<file path="src/rtl/fetch_unit_if.sv">
// Fetch-stage bus bundle: instruction memory port, execute redirect and the
// valid/ready instruction hand-off to decode.
interface fetch_unit_if #(
    parameter int ADR_W = 16
);
    logic [ADR_W-1:0] i_mem_adr;
    logic             i_mem_rdy;
    logic [15:0]      i_mem_data;
    logic             redirect_valid;
    logic [ADR_W-1:0] redirect_adr;
    logic             instr_valid;
    logic             instr_ready;
    logic [15:0]      instr_data;
    logic [ADR_W-1:0] instr_pc;

    modport master (
        output i_mem_adr,
        input  i_mem_rdy,
        input  i_mem_data,
        input  redirect_valid,
        input  redirect_adr,
        output instr_valid,
        input  instr_ready,
        output instr_data,
        output instr_pc
    );

    modport slave (
        input  i_mem_adr,
        output i_mem_rdy,
        output i_mem_data,
        output redirect_valid,
        output redirect_adr,
        input  instr_valid,
        output instr_ready,
        input  instr_data,
        input  instr_pc
    );
endinterface

</file>
<file path="src/rtl/fetch_unit.sv">
// Instruction fetch stage: drives the fetch address, buffers returned words with
// their PC in a prefetch FIFO and hands them to decode; redirects flush and restart.
module fetch_unit #(
    parameter int               ADR_W    = 16,
    parameter int               DEPTH    = 4,
    parameter logic [ADR_W-1:0] RESET_PC = 16'h0000
) (
    input  logic          clk,
    input  logic          a_rst,
    fetch_unit_if.master  bus
);
    localparam int PW = $clog2(DEPTH);

    localparam logic [1:0] ST_FETCH = 2'd0;
    localparam logic [1:0] ST_STALL = 2'd1;
    localparam logic [1:0] ST_REDIR = 2'd2;

    logic [1:0]       state_r;
    logic [1:0]       state_nxt_s;
    logic [ADR_W-1:0] pc_r;
    logic [ADR_W-1:0] pc_mem_r   [DEPTH];
    logic [15:0]      data_mem_r [DEPTH];
    logic [PW:0]      wr_ptr_r;
    logic [PW:0]      rd_ptr_r;
    logic [PW:0]      count_s;
    logic             full_s;
    logic             empty_s;
    logic             push_s;
    logic             pop_s;
    logic             last_slot_s;

    // Occupancy flags decoded from the wrap-bit pointers.
    always_comb begin
        count_s     = wr_ptr_r - rd_ptr_r;
        empty_s     = (wr_ptr_r == rd_ptr_r);
        full_s      = (wr_ptr_r[PW] != rd_ptr_r[PW]) &&
                      (wr_ptr_r[PW-1:0] == rd_ptr_r[PW-1:0]);
        last_slot_s = (count_s == (PW+1)'(DEPTH-1));
        // A redirect suppresses the push; the pop still counts as consumed by decode.
        push_s      = (state_r == ST_FETCH) && bus.i_mem_rdy && !full_s && !bus.redirect_valid;
        pop_s       = !empty_s && bus.instr_ready;
    end

    // Next-state decode for the fetch sequencer.
    always_comb begin
        state_nxt_s = state_r;
        if (bus.redirect_valid) begin
            state_nxt_s = ST_REDIR;
        end else begin
            case (state_r)
                ST_FETCH: begin
                    if (push_s && last_slot_s && !pop_s) begin
                        state_nxt_s = ST_STALL;
                    end else begin
                        state_nxt_s = ST_FETCH;
                    end
                end
                ST_STALL: begin
                    if (pop_s) begin
                        state_nxt_s = ST_FETCH;
                    end else begin
                        state_nxt_s = ST_STALL;
                    end
                end
                ST_REDIR: state_nxt_s = ST_FETCH;
                default:  state_nxt_s = ST_FETCH;
            endcase
        end
    end

    // PC, FIFO storage and pointer update; redirect flushes by collapsing rd onto wr.
    always_ff @(posedge clk or negedge a_rst) begin
        if (!a_rst) begin
            state_r  <= ST_FETCH;
            pc_r     <= RESET_PC;
            wr_ptr_r <= '0;
            rd_ptr_r <= '0;
            for (int i = 0; i < DEPTH; i++) begin
                pc_mem_r[i]   <= '0;
                data_mem_r[i] <= 16'h0000;
            end
        end else begin
            state_r <= state_nxt_s;
            if (bus.redirect_valid) begin
                pc_r     <= bus.redirect_adr & ~ADR_W'(1'b1);
                rd_ptr_r <= wr_ptr_r;
            end else begin
                if (push_s) begin
                    pc_mem_r[wr_ptr_r[PW-1:0]]   <= pc_r;
                    data_mem_r[wr_ptr_r[PW-1:0]] <= bus.i_mem_data;
                    wr_ptr_r                     <= wr_ptr_r + (PW+1)'(1'b1);
                    pc_r                         <= pc_r + ADR_W'(2'd2);
                end
                if (pop_s) begin
                    rd_ptr_r <= rd_ptr_r + (PW+1)'(1'b1);
                end
            end
        end
    end

    assign bus.i_mem_adr   = pc_r;
    assign bus.instr_valid = !empty_s;
    assign bus.instr_data  = data_mem_r[rd_ptr_r[PW-1:0]];
    assign bus.instr_pc    = pc_mem_r[rd_ptr_r[PW-1:0]];
endmodule

</file>
<file path="src/flat_wrapper.sv">
// flat-port wrapper written by rule: the top's interface ports become plain ports
module fetch_unit_flat 
#(
    parameter int               ADR_W    = 16,
    parameter int               DEPTH    = 4,
    parameter logic [ADR_W-1:0] RESET_PC = 16'h0000
)
  (clk, a_rst, bus_i_mem_adr, bus_i_mem_rdy, bus_i_mem_data, bus_redirect_valid, bus_redirect_adr, bus_instr_valid, bus_instr_ready, bus_instr_data, bus_instr_pc);
  fetch_unit_if #(.ADR_W(ADR_W)) bus_i ();
  input  logic clk;
  input  logic a_rst;
  output wire logic [$bits(bus_i.i_mem_adr)-1:0] bus_i_mem_adr;
  input wire logic [$bits(bus_i.i_mem_rdy)-1:0] bus_i_mem_rdy;
  input wire logic [$bits(bus_i.i_mem_data)-1:0] bus_i_mem_data;
  input wire logic [$bits(bus_i.redirect_valid)-1:0] bus_redirect_valid;
  input wire logic [$bits(bus_i.redirect_adr)-1:0] bus_redirect_adr;
  output wire logic [$bits(bus_i.instr_valid)-1:0] bus_instr_valid;
  input wire logic [$bits(bus_i.instr_ready)-1:0] bus_instr_ready;
  output wire logic [$bits(bus_i.instr_data)-1:0] bus_instr_data;
  output wire logic [$bits(bus_i.instr_pc)-1:0] bus_instr_pc;
  assign bus_i_mem_adr = bus_i.i_mem_adr;
  assign bus_i.i_mem_rdy = bus_i_mem_rdy;
  assign bus_i.i_mem_data = bus_i_mem_data;
  assign bus_i.redirect_valid = bus_redirect_valid;
  assign bus_i.redirect_adr = bus_redirect_adr;
  assign bus_instr_valid = bus_i.instr_valid;
  assign bus_i.instr_ready = bus_instr_ready;
  assign bus_instr_data = bus_i.instr_data;
  assign bus_instr_pc = bus_i.instr_pc;
  fetch_unit #(.ADR_W(ADR_W), .DEPTH(DEPTH), .RESET_PC(RESET_PC)) u_core (.clk(clk), .a_rst(a_rst), .bus(bus_i));
endmodule
</file>
<file path="config.mk">
export PLATFORM = sky130hd
export DESIGN_NAME = fetch_unit_flat
export DESIGN_NICKNAME = d
export VERILOG_FILES = /design/src/rtl/fetch_unit_if.sv /design/src/rtl/fetch_unit.sv /design/src/flat_wrapper.sv
export SDC_FILE = /design/constraint.sdc
export NUM_CORES = 1
export LEC_CHECK = 0
export BUFFER_PORTS_ARGS = -buffer_cell sky130_fd_sc_hd__buf_2
export CAP_MARGIN = 20
export CORE_ASPECT_RATIO = 2
export CORE_MARGIN = 3
export CORE_UTILIZATION = 48
export CTS_BUF_LIST = sky130_fd_sc_hd__clkbuf_8
export DETAILED_ROUTE_END_ITERATION = 7
export MAX_ROUTING_LAYER = met4
export PLACE_DENSITY_LB_ADDON = 0.05
export SYNTH_ARGS = -nofsm -noshare
export SYNTH_HDL_FRONTEND = slang
export SYNTH_SLANG_ARGS = --single-unit
export TNS_END_PERCENT = 100
</file>
<file path="constraint.sdc">
create_clock -name clk -period 3.9 [get_ports clk]
set_input_delay 0 -clock clk [delete_from_list [all_inputs] [get_ports clk]]
set_output_delay 0 -clock clk [all_outputs]
set_load 0.05 [all_outputs]
</file>
# After elaboration in Yosys (flattened, before gate mapping)
# Cells that the tools add are included.
[word_totals]
inputBits = 37
output_inout_bits = 49
elab_cells = 61
ff_bits = 152
[classes]
order_cmp = 3
bitwise = 3
muxes = 18
n_eq_ne = 5
addsub = 4
n_reduce_logical = 16
[ops]
columns = ["cell", "n"]
rows = [
  ["$bwmux W64", 2],
  ["$mux W16", 7],
  ["$bmux W16 S2", 2],
  ["$demux W16 S2", 1],
  ["$add A16 B2 Y16 const B", 1],
  ["$logic_and A1 B1 Y1", 8],
  ["$add A3 B1 Y3 const B", 2],
  ["$ge A3 B3 Y1 const B", 2],
  ["$mux W3", 2],
  ["$not A2 Y3", 2],
  ["$logic_not A1 Y1", 4],
  ["$pmux W2 S2", 1],
  ["$reduce_bool A2 Y1", 2],
  ["$eq A3 B2 Y1 const B", 1],
  ["$eq A3 B3 Y1", 1],
  ["$lt A3 B1 Y1 const B", 1],
  ["$sub A3 B3 Y3", 1],
  ["$eq A2 B1 Y1 const B", 1],
  ["$eq A2 B2 Y1", 1],
  ["$logic_not A2 Y1", 1],
  ["$mux W1", 2],
  ["$mux W2", 1],
  ["$reduce_and A2 Y1", 1],
  ["$ne A1 B1 Y1", 1],
  ["$not A1 Y1", 1],
]

# Longest topological paths before layout
# Gate-level depths: netlist of the first run.
[logic_depth]
depth_word = 10
mapped_depth = 9
ltp_nobuf = 7

# Worst setup path after synthesis of the first run
# No wires, ideal clock.
[synth_path]
path_kind = "register to register"
startpoint = "reg u_core.rd_ptr_r[1]"
endpoint = "reg u_core.pc_mem_r[19] (netlist name)"
arrival_ns = 2.681
period_less_slack_ns = 2.806
path_stages_with_launch = 10
slack_ns = 1.094
setup_time_ns = 0.125
t_required_ns = 3.775
n_path_buf = 3
path_cell_list = "dfrtp_1 -> clkbuf_1 -> clkbuf_1 -> inv_1 -> ha_1 -> and2_0 -> a211oi_4 -> nand2_4 -> clkbuf_8 -> mux2_4"
[synth_via]
elab_chain_len = 6
[synth_lines]
columns = ["element", "line_no", "source"]
rows = [
  ["from (decl)", "fetch_unit.sv:24", "logic [PW:0] rd_ptr_r;"],
  ["from (signal assigned)", "fetch_unit.sv:86", "rd_ptr_r <= wr_ptr_r;"],
  ["from (signal assigned)", "fetch_unit.sv:95", "rd_ptr_r <= rd_ptr_r + (PW+1)'(1'b1);"],
  ["$eq A2 B2 Y1", "fetch_unit.sv:37", "(wr_ptr_r[PW-1:0] == rd_ptr_r[PW-1:0]);"],
  ["$logic_and A1 B1 Y1", "fetch_unit.sv:36", "full_s = (wr_ptr_r[PW] != rd_ptr_r[PW]) &&"],
  ["$logic_not A1 Y1", "fetch_unit.sv:40", "push_s = (state_r == ST_FETCH) && bus.i_mem_rdy && !full_s && !bus.redirect_valid;"],
  ["$logic_and A1 B1 Y1 (2 in a row)", "fetch_unit.sv:40", ""],
  ["$reduce_and A2 Y1 (no line)", "-", ""],
  ["to (signal, indexed assignment)", "fetch_unit.sv:89", "pc_mem_r[wr_ptr_r[PW-1:0]] <= pc_r;"],
  ["to (decl)", "fetch_unit.sv:21", "logic [ADR_W-1:0] pc_mem_r [DEPTH];"],
]
# No other way between the ends.
# A chain may end at the register's enable or synchronous reset.

# Worst setup path in the final report of the first run
[layout_path]
startpoint = "reg u_core.wr_ptr_r[0]"
endpoint = "reg u_core.pc_mem_r[35] (netlist name)"
[layout_via]
elab_chain_len = 6
elab_cells_between_ends = 13
cone_classes = "2 x order compare; 1 x eq/ne; 3 x mux; 1 x bitwise; 6 x reduce/logical"
[layout_lines]
columns = ["element", "line_no", "source"]
rows = [
  ["from (decl)", "fetch_unit.sv:23", "logic [PW:0] wr_ptr_r;"],
  ["from (signal assigned)", "fetch_unit.sv:91", "wr_ptr_r <= wr_ptr_r + (PW+1)'(1'b1);"],
  ["$not A2 Y3 (implied by the code) or $eq A2 B2 Y1 (tied branches)", "fetch_unit.sv:89, fetch_unit.sv:37", ""],
  ["$ge A3 B3 Y1 (implied by the code) (tied with other cells)", "fetch_unit.sv:89", ""],
  ["$logic_and A1 B1 Y1 (implied by the code) or $logic_not A1 Y1 (tied branches)", "fetch_unit.sv:89, fetch_unit.sv:40", ""],
  ["$mux W16 (implied by the code) or $logic_and A1 B1 Y1 (tied branches)", "fetch_unit.sv:89, fetch_unit.sv:40", ""],
  ["$demux W16 S2 or $logic_and A1 B1 Y1 (tied branches)", "fetch_unit.sv:89, fetch_unit.sv:40", ""],
  ["$bwmux W64 or $reduce_and A2 Y1 (tied branches)", "-", ""],
]
# Several ways; a longest one is shown, not always the timed one.

==> results of run 1 <==
[report_power, final]
part           switching (uW)  internal [uW]
sequential                362           2180
clock                     603            508
combinational            2030           1330
[critical path: cells and delay by family, from the launching register on]
family / cells / cell delay, ns
simple gates: 2 / 0.75
compound gates: 1 / 0.62
mux: 1 / 0.45
flops: 1 / 0.42
fa+ha+maj: 1 / 0.29
buf+inv: 1 / 0.16
[sequential cells by signal, indices dropped and copies added (netlist names)]
name                  cells
u_core.wr_ptr_r           3
u_core.bus.i_mem_adr     15
u_core.rd_ptr_r           3
u_core.data_mem_r        64
u_core.state_r            2
u_core.pc_mem_r          60
[cells in the mapped netlist, drive strengths merged]
master / count / area [um2]
a2111oi: 1 / 8.76
a211o: 1 / 8.76
a211oi: 3 / 40.0
a311o: 4 / 40.0
a41oi: 1 / 8.76
and2: 1 / 6.26
and3: 1 / 6.26
and4: 1 / 8.76
buf: 17 / 144
clkbuf: 18 / 87.6
conb: 1 / 3.75
dfrtp: 147 / 3680
fa: 1 / 20.0
ha: 8 / 100
inv: 10 / 37.5
mux2: 124 / 1400
mux2i: 2 / 20.0
mux4: 31 / 698
nand2: 27 / 131
nand2b: 1 / 6.26
nand3: 12 / 60.1
nand4: 6 / 37.5
nor2: 6 / 22.5
nor2b: 3 / 18.8
nor3: 1 / 5.00
nor3b: 1 / 7.51
nor4: 1 / 6.26
nor4b: 1 / 8.76
o2111ai: 1 / 8.76
o211ai: 2 / 15.0
o21ai: 15 / 75.1
o31a: 2 / 17.5
or2: 1 / 6.26
or3: 1 / 6.26
or3b: 1 / 11.3
or4: 3 / 22.5
xnor2: 6 / 52.6
xor2: 6 / 52.6
[cell families after synthesis]
family / after synthesis / synth area share, %
and+or+nand+nor: 68 / 5.39
AOI/OAI and AO/OA: 30 / 3.23
buffers and inverters: 45 / 3.90
DFF: 147 / 53.4
adders and majority gates: 9 / 1.74
muxes: 157 / 30.8
other: 1 / 0.0544
xor gates and xnor gates: 12 / 1.52
[per-stage QoR]
stage,utilization (%),hold WS (ns),setup WS (ns)
floorplan,-,-0.296,1.09
global placement,52.6,0.208,1.09
detailed placement,52.6,0.213,1.08
CTS,57.5,0.00172,1.05
global route,57.8,0.0793,0.934
finish,57.8,0.0202,1.08
[final timing paths]
| path | from | to | depth (start not counted) |
|---|---|---|---|
| min in group asynchronous | a_rst | u_core.pc_mem_r[54]$_DFFE_PN0P_ | 3 |
| setup / recovery | u_core.wr_ptr_r[0]$_DFFE_PN0P_ | u_core.pc_mem_r[35]$_DFFE_PN0P_ | 6 |
| setup reg to reg | u_core.wr_ptr_r[0]$_DFFE_PN0P_ | u_core.pc_mem_r[35]$_DFFE_PN0P_ | 6 |
| max in group asynchronous | a_rst | u_core.data_mem_r[32]$_DFFE_PN0P_ | 5 |
| hold reg to reg | u_core.state_r[1]$_DFF_PN0_ | u_core.state_r[0]$_DFF_PN0_ | 1 |
| hold / removal | bus_instr_ready | u_core.rd_ptr_r[2]$_DFFE_PN0P_ | 4 |
[layer usage]
layer  routed length [um]  vias to the layer above  GRT usage (%)  share of wire [%]
met4                  306                        0           7.99                2.1
met5                    0                        -              -                  0
met2                 7730                       91           34.4                 53
met1                 5960                     2223           22.8                 41
met3                  546                       23           4.07                3.8
li1                     -                     1915              -                  -
[cell type report]
class / instances / area share (%)
inverters: 10 / 0.465
flip-flops and latches: 147 / 45.6
clock inverters: 15 / 1.66
multi-input cells: 278 / 36.5
well taps: 189 / 2.93
clock buffers: 17 / 2.90
repair buffers: 119 / 9.88
==> metrics.md, run 1 <==
| Metric | Value |
|---|---|
| Status | `finished clean` |
| CP max stage delay | `between 0.6 and 0.7 ns` |
| Clock Skew | `~0.013 ns` |
| HP Class | `primary input to flip-flop` |
| Setup TNS | `0 ns` |
| Initial core utilization | `between 40% and 50%` |
| Vias | `4,252` |
| DRC violations left | `0` |
| Worst IR Drop VDD | `0.000512 V` |
| Final instance area | `8070 um2` |
| Unrepaired setup endpoints after global routing | `no` |
| CP required | `4.22 ns` |
| Via-to-Cell Ratio | `5.49` |
| Multi-input combinational cell area | `2950 um2` |
| Fin crit share | `72.4%` |
| Vias in the first global route | `4,542` |
| Mapped Area | `6890 um2` |
| Distinct cells, synth | `47` |
| Die width | `90.7 um` |
| CP Class | `flip-flop to flip-flop` |
| Yosys warnings | `0` |
| CTS tree | `built` |
| DPL Wire Length | `8880 um` |
| Setup repair bufs after CTS | `0` |
| Net count, final | `a little over 600` |
| Reg area | `3680 um2` |
| Iter 0 DRT Violations | `158` |
| Share of layout cells above drive strength 1 | `47.3%` |
| Initial antenna violation count | `0` |
| Largest net degree at the start of global routing | `between 100 and 150` |
| IO Pins | `between 80 and 90` |
| Cells after synthesis | `469` |
| Chip Height | `roughly 180 um` |
| TritonCTS Buffers | `17` |
| Number of synthesized register bits | `147` |
| Routed WL | `14,500 um` |
| Hold Vio Cnt, Final | `0` |
| # H-tree levels | `4` |
| Full die area | `roughly 16,000 um2` |
| Post-detailed-route wirelength per cell | `18.8 um` |
| PortBufs | `82` |
| Clk sink count | `147` |
| Worst EP arrival | `between 3 and 4 ns` |
| Placed cell areas | `7340 um2` |
| Slew Viols, Final | `0` |
| Router iterations before antenna repair | `4` |
| Num rows | `roughly 60` |
| Slew headroom | `45.3%` |
| Slowest cell on crit path | `a211oi_4` |
| Sequential area share after synthesis | `53.4%` |
| Max Fanout on Critical Path | `31` |
| P per Cell Area | `between 800 and 900 nW/um2` |
| GP Congestion | `0.757` |
| Overflow after GRT | `0` |
| Flop2flop setup slack | `1.08 ns` |
| Clock Path Buffers | `2` |
| # setup viols final | `0` |
| Placed cells | `between 700 and 800` |
| Max cap viols | `0` |
| First-pass GRT wire length | `23,900 um` |
| Post-route non-filler standard cell count | `775` |
| LEAKAGE | `approximately 0.0037 uW` |
| Worst skew pair latency | `approximately 0.44 ns` |
| Crit-path cells | `inv_1 -> ha_1 -> and2_0 -> a211oi_4 -> nand2_4 -> mux2_1` |
| Most common cell after layout, fill and taps aside | `dfrtp_1` |
| Setup crit end kind | `flip-flop` |
| CTS Root Cell | `clkbuf_8` |
| # fillers | `about 1,200` |
| Worst setup SP type | `flip-flop` |
| Fin crit period | `2.82 ns` |
| Tightest Pin Transition | `0.817 ns` |
| Std-Cell Core Area | `14,000 um2` |
| Layout Area Growth over Synthesis | `17.1%` |
| Post_cts resized | `0` |
| Synthesized area per cell | `approximately 15 um2` |
| Most frequent cells in the layout | `dfrtp_1, mux2_2, buf_2` |
| Final antenna-violating net count | `0` |
| GRT Resource Usage Total | `around a fifth` |
| Hold bufs inserted after CTS | `32` |
| Tot Pwr | `around 7000 uW` |
| Diode count | `0` |
| Fmax | `0.354 GHz` |
| Clk slew on worst S/H paths | `0.08 ns` |
No activity file was read; power rests on OpenSTA's default activity.
==> inputs of run 2 (changes only) <==
==> constraint.sdc (replaced) <==
create_clock -name clk -period 2.3 [get_ports clk]
set_input_delay 0 -clock clk [delete_from_list [all_inputs] [get_ports clk]]
set_output_delay 0 -clock clk [all_outputs]
set_load 0.05 [all_outputs]
==> run 2 against run 1 <==
Compared with the run above: die area unchanged; clock power grew 92%; worst setup slack worse by 0.97 ns; worst hold slack better by 0.021 ns; combinational power rose by 79%; largest cell class unchanged.
==> metrics.md, run 2 (synthesis results as in run 1) <==
| Metric | Value |
|---|---|
| Internal | `7310 uW (+82%)` |
| GP Congestion | `0.741 (-2.1%)` |
| # setup viols final | `0 (unchanged)` |
| Via-to-Cell Ratio | `5.41 (-1.3%)` |
| P_sw | `5140 uW (+71%)` |
| Gate power share | `48.4% (+0.4 points)` |
| Std-Cell Core Area | `14,000 um2 (unchanged)` |
| Setup TNS | `0 ns (unchanged)` |
| Net count, final | `649 (+4.8%)` |
| IO Pins | `86 (unchanged)` |
| HP Class | `primary input to flip-flop` |
| Reg with most FFs | `u_core.data_mem_r` |
| GRT Resource Usage Total | `21.4% (+1.4 points)` |
| Full die area | `15,900 um2 (unchanged)` |
| Worst setup SP type | `flip-flop` |
| # fillers | `1,127 (-3.2%)` |
| Max cap viols | `0 (unchanged)` |
| Worst IR Drop VDD | `0.00103 V (+100%)` |
| Clock Path Buffers | `2 (unchanged)` |
| Hold path startpoint | `bus_redirect_valid` |
| Status | `finished clean` |
| Worst skew pair latency | `0.43 ns (about the same)` |
| Worst EP arrival | `2.51 ns (-0.64 ns)` |
| Sw Share | `41.3% (-1.4 points)` |
| Largest register FFs | `64 (unchanged)` |
| Iter 0 DRT Violations | `208 (+32%)` |
| CP Class | `flip-flop to flip-flop` |
| Chip Height | `175 um (unchanged)` |
| Vias | `4,359 (+2.5%)` |
| Layout Area Growth over Synthesis | `22.8%` |
| Clk sink count | `147 (unchanged)` |
| LEAKAGE | `0.00391 uW (+5.7%)` |
| Die width | `90.7 um (unchanged)` |
| Fmax | `0.455 GHz (+28%)` |
| Num rows | `61 (unchanged)` |
| Most frequent cells in the layout | `dfrtp_1, mux2_2, buf_2` |
| Vias in the first global route | `4,891 (+7.7%)` |
| Overflow after GRT | `0 (unchanged)` |
| Clock Skew | `0.00997 ns (-0.00280 ns)` |
| DRC violations left | `0 (unchanged)` |
| Initial antenna violation count | `0 (unchanged)` |
| Reg2Reg Depth | `8 (+2)` |
| Setup crit end kind | `flip-flop` |
| Final antenna-violating net count | `0 (unchanged)` |
| Share of layout cells above drive strength 1 | `50.0% (+2.7 points)` |
| Setup repair bufs after CTS | `0 (unchanged)` |
| Post-detailed-route wirelength per cell | `19.1 um (+2.0%)` |
| Largest net degree at the start of global routing | `81 (-31%)` |
| Slew headroom | `41.2% (-4.1 points)` |
| Flop2flop setup slack | `0.10 ns (-0.97 ns)` |
| Tightest Pin Transition | `0.878 ns (+0.0611 ns)` |
| Unrepaired setup endpoints after global routing | `no` |
| Placed cell areas | `7660 um2 (+4.4%)` |
| Reg2Reg Capture Point | `u_core.data_mem_r[35]$_DFFE_PN0P_` |
| Hold-critical path endpoint | `u_core.bus.i_mem_adr[15]$_DFFE_PN0N_` |
| Reg area | `3680 um2 (unchanged)` |
| Flop pwr share | `34.5% (-1.7 points)` |
| Fin crit share | `95.5% (+23 points)` |
| Clk slew on worst S/H paths | `0.07 ns (about the same)` |
| Router iterations before antenna repair | `4 (unchanged)` |
| CTS Root Cell | `clkbuf_8` |
| Clock network power share | `17.1% (+1.3 points)` |
| Worst Hold Path Cells | `3 (-1)` |
| Routed WL | `15,400 um (+6.0%)` |
| CTS tree | `built` |
| First-pass GRT wire length | `25,400 um (+6.3%)` |
| PortBufs | `82 (unchanged)` |
| # H-tree levels | `4 (unchanged)` |
| Diode count | `0 (unchanged)` |
| Final instance area | `8470 um2 (+4.9%)` |
| Multi-input combinational cell area | `2960 um2 (+0.51%)` |
| TritonCTS Buffers | `17 (unchanged)` |
| Initial core utilization | `49.4% (unchanged)` |
| Most common cell after layout, fill and taps aside | `dfrtp_1` |
| Beginning of the worst register-to-register path | `u_core.wr_ptr_r[0]$_DFFE_PN0P_` |
| Hold Vio Cnt, Final | `0 (unchanged)` |
| CP required | `2.61 ns (-1.61 ns)` |
| DPL Wire Length | `10,400 um (+17%)` |
| Slew Viols, Final | `0 (unchanged)` |
| Fin crit period | `2.20 ns (-0.626 ns)` |
| Max Fanout on Critical Path | `15 (-52%)` |
| P per Cell Area | `1470 nW/um2 (+69%)` |
==> run 2: cell types whose count changed in the layout (fill, tap and decap cells not counted), sizes merged, moves of 3 or more <==
cell / change
buf: +26
clkinvlp: -3
inv: -4
clkbuf: +3
dlygate4sd3: +4
==> run 2: area by class of cell <==
type                    count  area share [%]
flip-flops and latches    147            43.5
multi-input cells         278            35.0
repair buffers            149            13.2
clock buffers              20            3.25
well taps                 189            2.79
clock inverters            12            1.80
inverters                  10           0.473
==> run 2: worst max-delay path: stages (launching register included) <==
cell and delay (ns):
dfrtp_1 0.42, inv_1 0.16, ha_1 0.28, and2_4 0.20
a211oi_4 0.24, buf_12 0.17, nand2_4 0.13, buf_12 0.19
mux2_2 0.28
==> run 2: how the worst max path moves through the flow <==
stage	startpoint	to	slack, ns	cells past startpoint
after floorplan	u_core.rd_ptr_r[1]$_DFFE_PN0P_	u_core.pc_mem_r[19]$_DFFE_PN0P_	0.007	9
after global placement	u_core.wr_ptr_r[0]$_DFFE_PN0P_	u_core.pc_mem_r[43]$_DFFE_PN0P_	0.10	8
after detailed placement	u_core.wr_ptr_r[0]$_DFFE_PN0P_	u_core.data_mem_r[37]$_DFFE_PN0P_	0.08	8
after CTS	u_core.wr_ptr_r[0]$_DFFE_PN0P_	u_core.data_mem_r[35]$_DFFE_PN0P_	0.07	8
after global routing	u_core.wr_ptr_r[0]$_DFFE_PN0P_	u_core.bus.i_mem_adr[15]$_DFFE_PN0N_	0.02	6
final	u_core.wr_ptr_r[0]$_DFFE_PN0P_	u_core.data_mem_r[35]$_DFFE_PN0P_	0.10	8
==> run 2: routing by layer <==
layer	global-route usage, %	part of all wire, %
met1	24.1	39
met2	38.1	55
met3	3.73	2.9
met4	7.67	2.4
met5	-	0
==> run 2: repair_timing <==
action / 4_1_cts / 5_1_grt
hold buffers: 37 / 0
endpoints found under the setup margin: 5 / 0
gates resized for setup: 1 / 0
hold endpoints to repair: 157 / 0
==> run 2: per-stage QoR <==
stage / std cells / total power, uW / hold WS (ns) / setup slack, ns / util, %
finish: 805 / 12500 / 0.0413 / 0.103 / 60.6
CTS: 805 / 12600 / 0.0134 / 0.0692 / 60.6
global route: 805 / 13100 / 0.0299 / 0.0167 / 60.6
global placement: 736 / 10200 / 0.0745 / 0.104 / 54.9
floorplan: 470 / 8980 / -0.296 / 0.00712 / -
detailed placement: 736 / 10400 / 0.0971 / 0.0791 / 54.9
==> run 2: power by group through the flow <==
| stage | sequential, uW | clock, uW | combinational (uW) |
|---|---|---|---|
| 2_1_floorplan | 4240 | 0 | 4740 |
| 3_3_place_gp | 4240 | 0 | 5940 |
| 3_5_place_dp | 4350 | 0 | 6060 |
| 4_1_cts | 4290 | 2200 | 6130 |
| 5_1_grt | 4430 | 2320 | 6400 |
| 6_report | 4300 | 2130 | 6030 |
